### config.mk
export PLATFORM = sky130hd
export DESIGN_NAME = controle_rodadas
export DESIGN_NICKNAME = d
export VERILOG_FILES = /design/src/rtl/controle_rodadas_pkg.sv /design/src/rtl/controle_rodadas_timeout.sv /design/src/rtl/controle_rodadas.sv
export SDC_FILE = /design/constraint.sdc
export NUM_CORES = 1
export LEC_CHECK = 0
export ABC_AREA = 1
export BUFFER_PORTS_ARGS = -buffer_cell sky130_fd_sc_hd__buf_2
export CAP_MARGIN = 20
export CORE_MARGIN = 2
export CORE_UTILIZATION = 45
export CTS_CLUSTER_SIZE = 30
export DETAILED_ROUTE_END_ITERATION = 6
export HOLD_SLACK_MARGIN = 0.05
export PLACE_DENSITY = 0.69
export SLEW_MARGIN = 10
export SYNTH_ARGS = -nofsm -noshare
export SYNTH_HDL_FRONTEND = slang
export SYNTH_SLANG_ARGS = --single-unit
### constraint.sdc
create_clock -name clock -period 1.18 [get_ports clock]
set_input_delay 0.236 -clock clock [delete_from_list [all_inputs] [get_ports clock]]
set_output_delay 0.236 -clock clock [all_outputs]
set_load 0.05 [all_outputs]
### src/rtl/controle_rodadas_pkg.sv
// Shared state codes for the round sequencer. The top level and the
// display bench use the same 4-bit values for db_estado.
package controle_rodadas_pkg;

  typedef enum logic [3:0] {
    INICIAL        = 4'h0,
    PREPARACAO     = 4'h1,
    INICIA_RODADA  = 4'h2,
    ESPERA         = 4'h3,
    REGISTRA       = 4'h4,
    COMPARA        = 4'h5,
    PROXIMA_JOGADA = 4'h6,
    PROXIMA_RODADA = 4'h7,
    FIM_ACERTO     = 4'hA,
    FIM_TIMEOUT    = 4'hD,
    FIM_ERRO       = 4'hE
  } estado_t;

endpackage

### src/rtl/controle_rodadas_timeout.sv
// Play timeout counter: synchronous clear and enable, saturates at the
// terminal count so it can never wrap while the owner is still waiting.
module contador_timeout #(
  parameter int TIMEOUT_CICLOS = 5000,
  parameter int TW             = $clog2(TIMEOUT_CICLOS)
) (
  input  logic clock,
  input  logic reset,
  input  logic zera,
  input  logic conta,
  output logic fim
);

  logic [TW-1:0] valor;

  assign fim = (valor == TW'(TIMEOUT_CICLOS - 1));

  always_ff @(posedge clock or posedge reset) begin
    if (reset) begin
      valor <= '0;
    end else if (zera) begin
      valor <= '0;
    end else if (conta && !fim) begin
      valor <= valor + 1'b1;
    end
  end

endmodule

### src/rtl/controle_rodadas.sv
// Round-based Moore sequencer for the sequence-memory game: drives the
// E/L/R datapath controls and owns the per-play timeout.
module controle_rodadas
  import controle_rodadas_pkg::*;
#(
  parameter int TIMEOUT_CICLOS = 5000,
  parameter int TW             = $clog2(TIMEOUT_CICLOS)
) (
  input  logic       clock,
  input  logic       reset,
  input  logic       iniciar,
  input  logic       jogada,
  input  logic       botoesIgualMemoria,
  input  logic       enderecoIgualLimite,
  input  logic       fimL,
  output logic       zeraE,
  output logic       contaE,
  output logic       zeraL,
  output logic       contaL,
  output logic       zeraR,
  output logic       registraR,
  output logic       acertou,
  output logic       errou,
  output logic       pronto,
  output logic       timeout,
  output logic [3:0] db_estado
);

  estado_t estado, proximo;
  logic    fim_timer;

  // Timer only runs in espera; every other state clears it for a fresh window.
  contador_timeout #(
    .TIMEOUT_CICLOS(TIMEOUT_CICLOS),
    .TW            (TW)
  ) u_timer (
    .clock(clock),
    .reset(reset),
    .zera (estado != ESPERA),
    .conta(estado == ESPERA),
    .fim  (fim_timer)
  );

  always_ff @(posedge clock or posedge reset) begin
    if (reset) estado <= INICIAL;
    else       estado <= proximo;
  end

  always_comb begin
    proximo = INICIAL;
    case (estado)
      INICIAL:        proximo = iniciar ? PREPARACAO : INICIAL;
      PREPARACAO:     proximo = INICIA_RODADA;
      INICIA_RODADA:  proximo = ESPERA;
      // A play in the last timer cycle takes priority over the timeout.
      ESPERA:         proximo = jogada    ? REGISTRA :
                                fim_timer ? FIM_TIMEOUT : ESPERA;
      REGISTRA:       proximo = COMPARA;
      COMPARA: begin
        if (!botoesIgualMemoria)       proximo = FIM_ERRO;
        else if (!enderecoIgualLimite) proximo = PROXIMA_JOGADA;
        else if (fimL)                 proximo = FIM_ACERTO;
        else                           proximo = PROXIMA_RODADA;
      end
      PROXIMA_JOGADA: proximo = ESPERA;
      PROXIMA_RODADA: proximo = INICIA_RODADA;
      FIM_ACERTO:     proximo = iniciar ? PREPARACAO : FIM_ACERTO;
      FIM_ERRO:       proximo = iniciar ? PREPARACAO : FIM_ERRO;
      FIM_TIMEOUT:    proximo = iniciar ? PREPARACAO : FIM_TIMEOUT;
      default:        proximo = INICIAL;
    endcase
  end

  always_comb begin
    zeraE     = 1'b0;
    contaE    = 1'b0;
    zeraL     = 1'b0;
    contaL    = 1'b0;
    zeraR     = 1'b0;
    registraR = 1'b0;
    acertou   = 1'b0;
    errou     = 1'b0;
    pronto    = 1'b0;
    timeout   = 1'b0;
    case (estado)
      PREPARACAO: begin
        zeraE = 1'b1;
        zeraL = 1'b1;
        zeraR = 1'b1;
      end
      INICIA_RODADA:  zeraE     = 1'b1;
      REGISTRA:       registraR = 1'b1;
      PROXIMA_JOGADA: contaE    = 1'b1;
      PROXIMA_RODADA: contaL    = 1'b1;
      FIM_ACERTO: begin
        pronto  = 1'b1;
        acertou = 1'b1;
      end
      FIM_ERRO: begin
        pronto = 1'b1;
        errou  = 1'b1;
      end
      FIM_TIMEOUT: begin
        pronto  = 1'b1;
        errou   = 1'b1;
        timeout = 1'b1;
      end
      default: ;
    endcase
  end

  assign db_estado = estado;

endmodule

==> run summary, run 1 <==
The run finished, with violations left. The checks that failed: setup timing. The total power per unit cell area came out at 2210 nW/um^2. The worst hold path belongs to the class primary input to flip-flop. The vias after detailed routing came out at 1515. STA classifies the critical path endpoint as an output pin.

The number of top-level design ports is 21. Entering global routing, the biggest net connects 18 pins. The CTS tree is yes.

The startpoint identified for the worst hold timing path is iniciar. Traced cell by cell, the critical path runs through clkinv_4 -> nor2_4 -> nand2_4 -> nor2_4 -> buf_8. The initial utilization of the core area, before any placement, comes to 0.468. The distinct cell type count of the synthesized netlist is 17. At the end of routability-driven placement, the weighted congestion stood at 0.903.

The aggregate global-route resource usage came out at 0.299. During synthesis, Yosys emitted a total of 0 warnings. In this run the critical register-to-register path is launched from db_estado[1]$_DFF_PP0_. In this run the standard cell core region covers 2430 um^2. The top fanout value on the critical path is 6.

In the final layout, the share of cells above drive strength 1 is 0.500. The insertion delay of the later-clocked pin in the worst-skew pair came out at 290 ps. The overall power consumption is 4.43 mW. The die is 54.3 um tall.

The post-route DRC violation count came out at 0. The first global-routing pass estimated 6040 um of wire. For the finished layout, the period the worst path requires is 1620 ps. Setup repair after global routing could not meet its margin everywhere.

For this design, the slowest cell found on the critical path is dfrtp_2. The worst hold path depth is 3. The total iterations of the first detailed-routing run is 7. The leakage power summed over all cells is 0.945 nW.

The number of diodes added for antenna fixing is 0. Wires add up to 4920 um. The data arrival at the endpoint of the critical path came out at 1380 ps. The total placed cells including tap cells is 248. The number of antenna violations at the first check in global routing is 0. The per-cell via count in the routed design came out at 5.74.

The count of non-filler cells in the finished layout is 264. The number of antenna-violating nets in the routed design is 0. The floorplan step defined a die boundary enclosing 2950 um^2. The share of the yosys chip area belonging to registers is 0.374.

No sink is reached through more buffers than the 2 on the longest clock path. The slew at the pin with the worst max-slew slack came out at 302 ps. The count of buffers added on input and output ports is 20.

The flip-flop and latch count after synthesis came out at 17. The root buffer cell is clkbuf_4. Counting the fill cells in the layout gives 145. The horizontal extent of the die is 54.3 um. The maximum clock rate came out at 617 MHz. The type of origin of the critical path is a flip-flop. Compared with the post-synthesis result, the final layout area differs by 76.5%. Of the available clock period, the critical path in the final layout requires 1.37. The global-route congestion overflow total came out at 0. The critical path's largest stage delay is 470 ps.

The mean routed wirelength per cell came out at 18.6 um. Tracing the worst setup path back leads to its startpoint at db_estado[1]$_DFF_PP0_. Setup violations remaining at the end of the flow were counted as 31.

The count of H-tree levels built during CTS came out at 1. The largest clock skew in the final design came out at 2.70 ps. The CTS clock-pin slew for the worst setup and hold paths is 90 ps.

Across all setup checks in the final design, the least slack found is -440 ps. The count of nets after finishing is 243. The number of clock buffers inserted by TritonCTS is 3.

The final count of pins violating max slew is 0. The required time of the worst setup path is 940 ps. The number of cells on the worst reg-to-reg path came out at 8. The number of clock sinks is 17.

The synthesized instance count came out at 178. In this design, the critical path's most frequently occurring cell is nor2_4. The post-synthesis net count is 186. The total half-perimeter wirelength after legalization and detailed placement came out at 2330 um. The worst setup path is of the flip-flop to output pin kind.

The row count is 18. The post-synth design cell area came out at 1140 um^2. The first-iteration detailed-routing DRC count came out at 123.

The number of max-cap violations came out at 0. The count of endpoints failing hold in the final timing report is 0. A synthesized cell averages 6.39 um^2.

The number of global-route vias before repair is 1353. The maximum VDD drop is 0.00232 V. In this run the tightest slew margin relative to its limit is 0.798.
==> worst max-delay path, delay by kind of cell (launching register included) <==
| family | cells | cell delay, ps |
|---|---|---|
| buffers and inverters | 2 | 270 |
| flip-flops | 1 | 470 |
| AND/OR/NAND/NOR | 3 | 360 |
==> power by group <==
part | leakage, nW | internal [mW] | total, mW | switching (mW)
combinational | 0.705 | 1.31 | 3.29 | 1.98
clock | 0.0150 | 0.131 | 0.306 | 0.175
sequential | 0.225 | 0.674 | 0.840 | 0.165
==> cell type report <==
| cell class | instances | area [um^2] | share of cell area |
|---|---|---|---|
| well taps | 30 | 37.5 | 0.0187 |
| inverters | 26 | 120 | 0.0599 |
| flip-flops and latches | 17 | 432 | 0.215 |
| repair inverters | 1 | 7.51 | 0.00374 |
| multi-input cells | 134 | 878 | 0.438 |
| repair buffers | 52 | 505 | 0.252 |
| clock buffers | 4 | 26.3 | 0.0131 |
==> registers in the layout (all words and copies together), names as in the netlist <==
name / flops
db_estado: 4
u_timer.valor: 13
==> logic make-up (layout without fill, tap and decap cells) <==
kind of cell	Yosys count	after routing	synth area share
fa+ha+maj	1	1	0.0110
flops	17	17	0.374
simple gates	117	118	0.447
compound gates	15	15	0.0660
buf+inv	28	83	0.102
==> metrics by stage <==
step           setup slack [ps]  TNS [ps]  hold slack, ps   util  cell area (um^2)
6_report                   -440     -7040             274  0.825              2010
5_1_grt                    -510     -8690             263  0.825              2010
4_1_cts                    -348     -4630             252  0.747              1820
3_5_place_dp               -191     -2390             258  0.619              1510
3_3_place_gp               -125     -1610             253  0.619              1510
2_1_floorplan              -367     -3240             162      -              1230
==> Yosys cell counts <==
master	instances	area, um^2
nand2_1	50	188
nor2_1	34	128
inv_1	25	93.8
dfrtp_1	17	425
nand3_1	15	75.1
a21oi_1	11	55.1
nand4_1	6	37.5
nor2_2	4	25.0
o21ai_0	4	20.0
nand3b_1	3	22.5
nor3_1	3	15.0
buf_4	1	7.51
buf_6	1	11.3
ha_1	1	12.5
inv_2	1	3.75
nand2_2	1	6.26
nor2_4	1	11.3
==> cell usage in the layout, fill, tap and decap left out, drive strengths merged <==
| cell | instances |
|---|---|
| nand3 | 15 |
| dfrtp | 17 |
| nor3 | 3 |
| o21ai | 4 |
| nand3b | 3 |
| dlygate4sd3 | 1 |
| clkbuf | 4 |
| clkinvlp | 3 |
| a21oi | 11 |
| inv | 23 |
| ha | 1 |
| buf | 51 |
| nor2 | 40 |
| nand2 | 51 |
| clkinv | 1 |
| nand4 | 6 |
==> timing repair <==
item / in CTS / in global routing
buffers inserted: 7 / 6
endpoints found under the hold margin: 17 / 0
gates resized for setup: 61 / 47
setup endpoints to repair: 30 / 31
pin swaps: 15 / 14
cloned: 2 / 0
hold buffers: 1 / 0
==> layer usage <==
| layer | GRT usage | share of wire | vias up |
|---|---|---|---|
| li1 | - | - | 679 |
| met2 | 0.514 | 0.50 | 111 |
| met3 | 0.0847 | 0.079 | 29 |
| met1 | 0.291 | 0.36 | 696 |
| met5 | 0 | 0 | - |
| met4 | 0.263 | 0.061 | 0 |
==> worst paths after layout <==
kind | endpoint | slack, ps
worst min-delay path | db_estado[0]$_DFF_PP0_ | 270
min in group asynchronous | u_timer.valor[4]$_DFFE_PP0P_ | 530
worst max-delay path | acertou | -440
worst min register to register | u_timer.valor[6]$_DFFE_PP0P_ | 580
max in group asynchronous | db_estado[2]$_DFF_PP0_ | 450
worst max register to register | db_estado[3]$_DFF_PP0_ | -260
(Power assumes the default switching activity.)
==> inputs of run 2 (changes only) <==
--- a/config.mk
+++ b/config.mk
@@ -6,10 +6,11 @@
 export NUM_CORES = 1
 export LEC_CHECK = 0
 export ABC_AREA = 1
-export BUFFER_PORTS_ARGS = -buffer_cell sky130_fd_sc_hd__buf_2
+export BUFFER_PORTS_ARGS = -buffer_cell sky130_fd_sc_hd__buf_4
 export CAP_MARGIN = 20
 export CORE_MARGIN = 2
 export CORE_UTILIZATION = 45
+export CTS_CLUSTER_DIAMETER = 60
 export CTS_CLUSTER_SIZE = 30
 export DETAILED_ROUTE_END_ITERATION = 6
 export HOLD_SLACK_MARGIN = 0.05
==> run summary, run 2 (synthesis results as in run 1) <==
TritonCTS created 3 clock buffers. Derived from the worst setup path, the maximum achievable clock frequency is 630 MHz. Ranked by flip-flop count, first place goes to u_timer.valor. The last weighted congestion value of the routability-driven placer came out at 0.850. The area growth from synthesis to layout is 62.9%. The routed length on met1 is 1460 um. The run finished, with violations left. The number of antenna violations at the first check in global routing came out at 0. The final cell utilization of the core is 0.762. After detailed placement, the total cell area comes to 1540 um^2. The fraction of layout cells with a size suffix above 1 came out at 0.454. The finished layout holds 259 standard cells, fillers aside. The root buffer cell is clkbuf_4. The overall power consumption came out at 3.78 mW. The number of global-route vias before repair is 1342. The maximum VDD drop came out at 0.00225 V. The detailed-route wire length came out at 3640 um.

The CTS clock-pin slew for the worst setup and hold paths is 110 ps. Along the worst path, the maximum fanout reaches 5. The final critical-path required period came out at 1590 ps. The CTS tree is yes.

The number of clock sinks is 17. The count of nets after finishing is 238. The min-delay analysis places its worst path in the category primary input to flip-flop. Power spread over the standard cell area amounts to 2040 nW/um^2. For the worst setup path, the data required time is 940 ps. Entering global routing, the biggest net connects 11 pins.

For this design, the slowest cell found on the critical path is dfrtp_2. The die outline area came out at 2950 um^2. The setup slack after layout came out at -408 ps. The number of flip-flops in the largest register is 13. The die boundary height came out at 54.3 um. The aggregate global-route resource usage is 0.271. The worst max-slew margin expressed relative to the limit is 0.772. The top cell types in the final layout, fill and taps aside, are nand2_1 (40), buf_4 (29), nor2_1 (21). The mean routed wirelength per cell came out at 14.0 um. The number of diodes added for antenna fixing is 0. After routing the design area is 1850 um^2. Once detail routing completed, the nets flagged for antenna violations numbered 0. Counting along the longest clock path gives a buffer depth of 2. Clock skew on the completed layout was measured at 12.6 ps. The total met3 wirelength after detailed routing came out at 146 um. On the worst path, the slowest cell contributes a delay of 460 ps.

The total length of routed met2 wires came out at 1910 um. Max-cap violations in this run came to 0. The count of endpoints failing hold in the final timing report is 0. The leakage power summed over all cells came out at 0.876 nW. The die is 54.3 um wide. Before antenna repair, the detailed router went through 4 iterations. The total placed cells including tap cells came out at 246. STA classifies the critical path endpoint as an output pin.

The post-route DRC violation count came out at 0. The vias after detailed routing is 1400. Grouping stages by cell kind, the critical path spends the most delay in flip-flops.

The first-iteration detailed-routing DRC count is 46. The global-route congestion overflow total is 0. Port buffering added 20 buffers. Setup repair after global routing could not meet its margin everywhere. Traced cell by cell, the critical path runs through buf_4 -> nand2_4 -> a21oi_4 -> buf_6. The initial core utilization is 0.468. Setup violations remaining at the end of the flow were counted as 31. The critical path is of the flip-flop to output pin type. The slew at the pin with the worst max-slew slack came out at 340 ps. The most common cell after layout, fill and taps aside is nand2_1. STA classifies the critical path startpoint as a flip-flop. The row count is 18. The checks that failed: setup timing.

Of the available clock period, the critical path in the final layout requires 1.35. After legalization and detailed placement, the total HPWL measured 2360 um. The wire length of the first global-routing pass is 5650 um. The number of top-level design ports came out at 21. The per-cell via count in the routed design came out at 5.41.

The buffer and inverter count on the worst path is 2. The count of H-tree levels built during CTS came out at 1. The insertion delay of the later-clocked pin in the worst-skew pair came out at 310 ps.

The area of the core is 2430 um^2. The data arrival at the endpoint of the critical path is 1350 ps. The uppermost layer routed is met4. The final count of pins violating max slew is 0.
## run 2: area by class of cell
type	instances	area, um^2
Inverter	26	110
Fill cell	178	579
Timing Repair inverter	1	7.51
Tap cell	30	37.5
Clock buffer	3	22.5
Sequential cell	17	430
Clock inverter	1	5.00
Multi-Input combinational cell	134	790
Timing Repair Buffer	47	450
## run 2: through the flow
stage,TNS (ps),hold WS [ps],setup slack [ps]
2_1_floorplan,-3240,162,-367
3_3_place_gp,-949,203,-114
3_5_place_dp,-1320,215,-101
4_1_cts,-6340,222,-398
5_1_grt,-8410,227,-450
6_report,-6640,207,-408
## run 2: power breakdown
| part | internal [mW] | leakage [nW] | switching (mW) |
|---|---|---|---|
| Clock | 0.127 | 0.0177 | 0.205 |
| Sequential | 0.674 | 0.227 | 0.152 |
| Combinational | 1.05 | 0.631 | 1.57 |
| Total | 1.85 | 0.876 | 1.93 |
## run 2: metal layers
layer	GRT usage	vias up
li1	-	663
met1	0.298	665
met2	0.516	58
met3	0.0164	14
met4	0.142	0
met5	0	-
## run 2: final timing paths
path	from	endpoint	slack, ps	cells after the start
max	db_estado[0]$_DFF_PP0_	errou	-410	4
min	iniciar	db_estado[0]$_DFF_PP0_	210	3
max reg2reg	db_estado[1]$_DFF_PP0_	u_timer.valor[3]$_DFFE_PP0P_	-230	7
min reg2reg	u_timer.valor[5]$_DFFE_PP0P_	u_timer.valor[5]$_DFFE_PP0P_	560	1
max in group asynchronous	reset	u_timer.valor[3]$_DFFE_PP0P_	280	4
min in group asynchronous	reset	db_estado[0]$_DFF_PP0_	430	3
## run 2: what timing repair did
item / CTS / global route
buffers inserted: 6 / 0
endpoints found under the setup margin: 30 / 31
resized for setup: 39 / 16
endpoints found under the hold margin: 7 / 0
pin swaps: 11 / 6
gates cloned: 2 / 0
hold buffers: 1 / 0
## run 2: worst register-to-register path, stage by stage (launching register included)
cell and delay [ps]:
dfrtp_2 490, buf_4 170, nand2_4 80, inv_2 60
nand2_4 100, clkinvlp_4 200, nand3b_1 150, inv_1 50
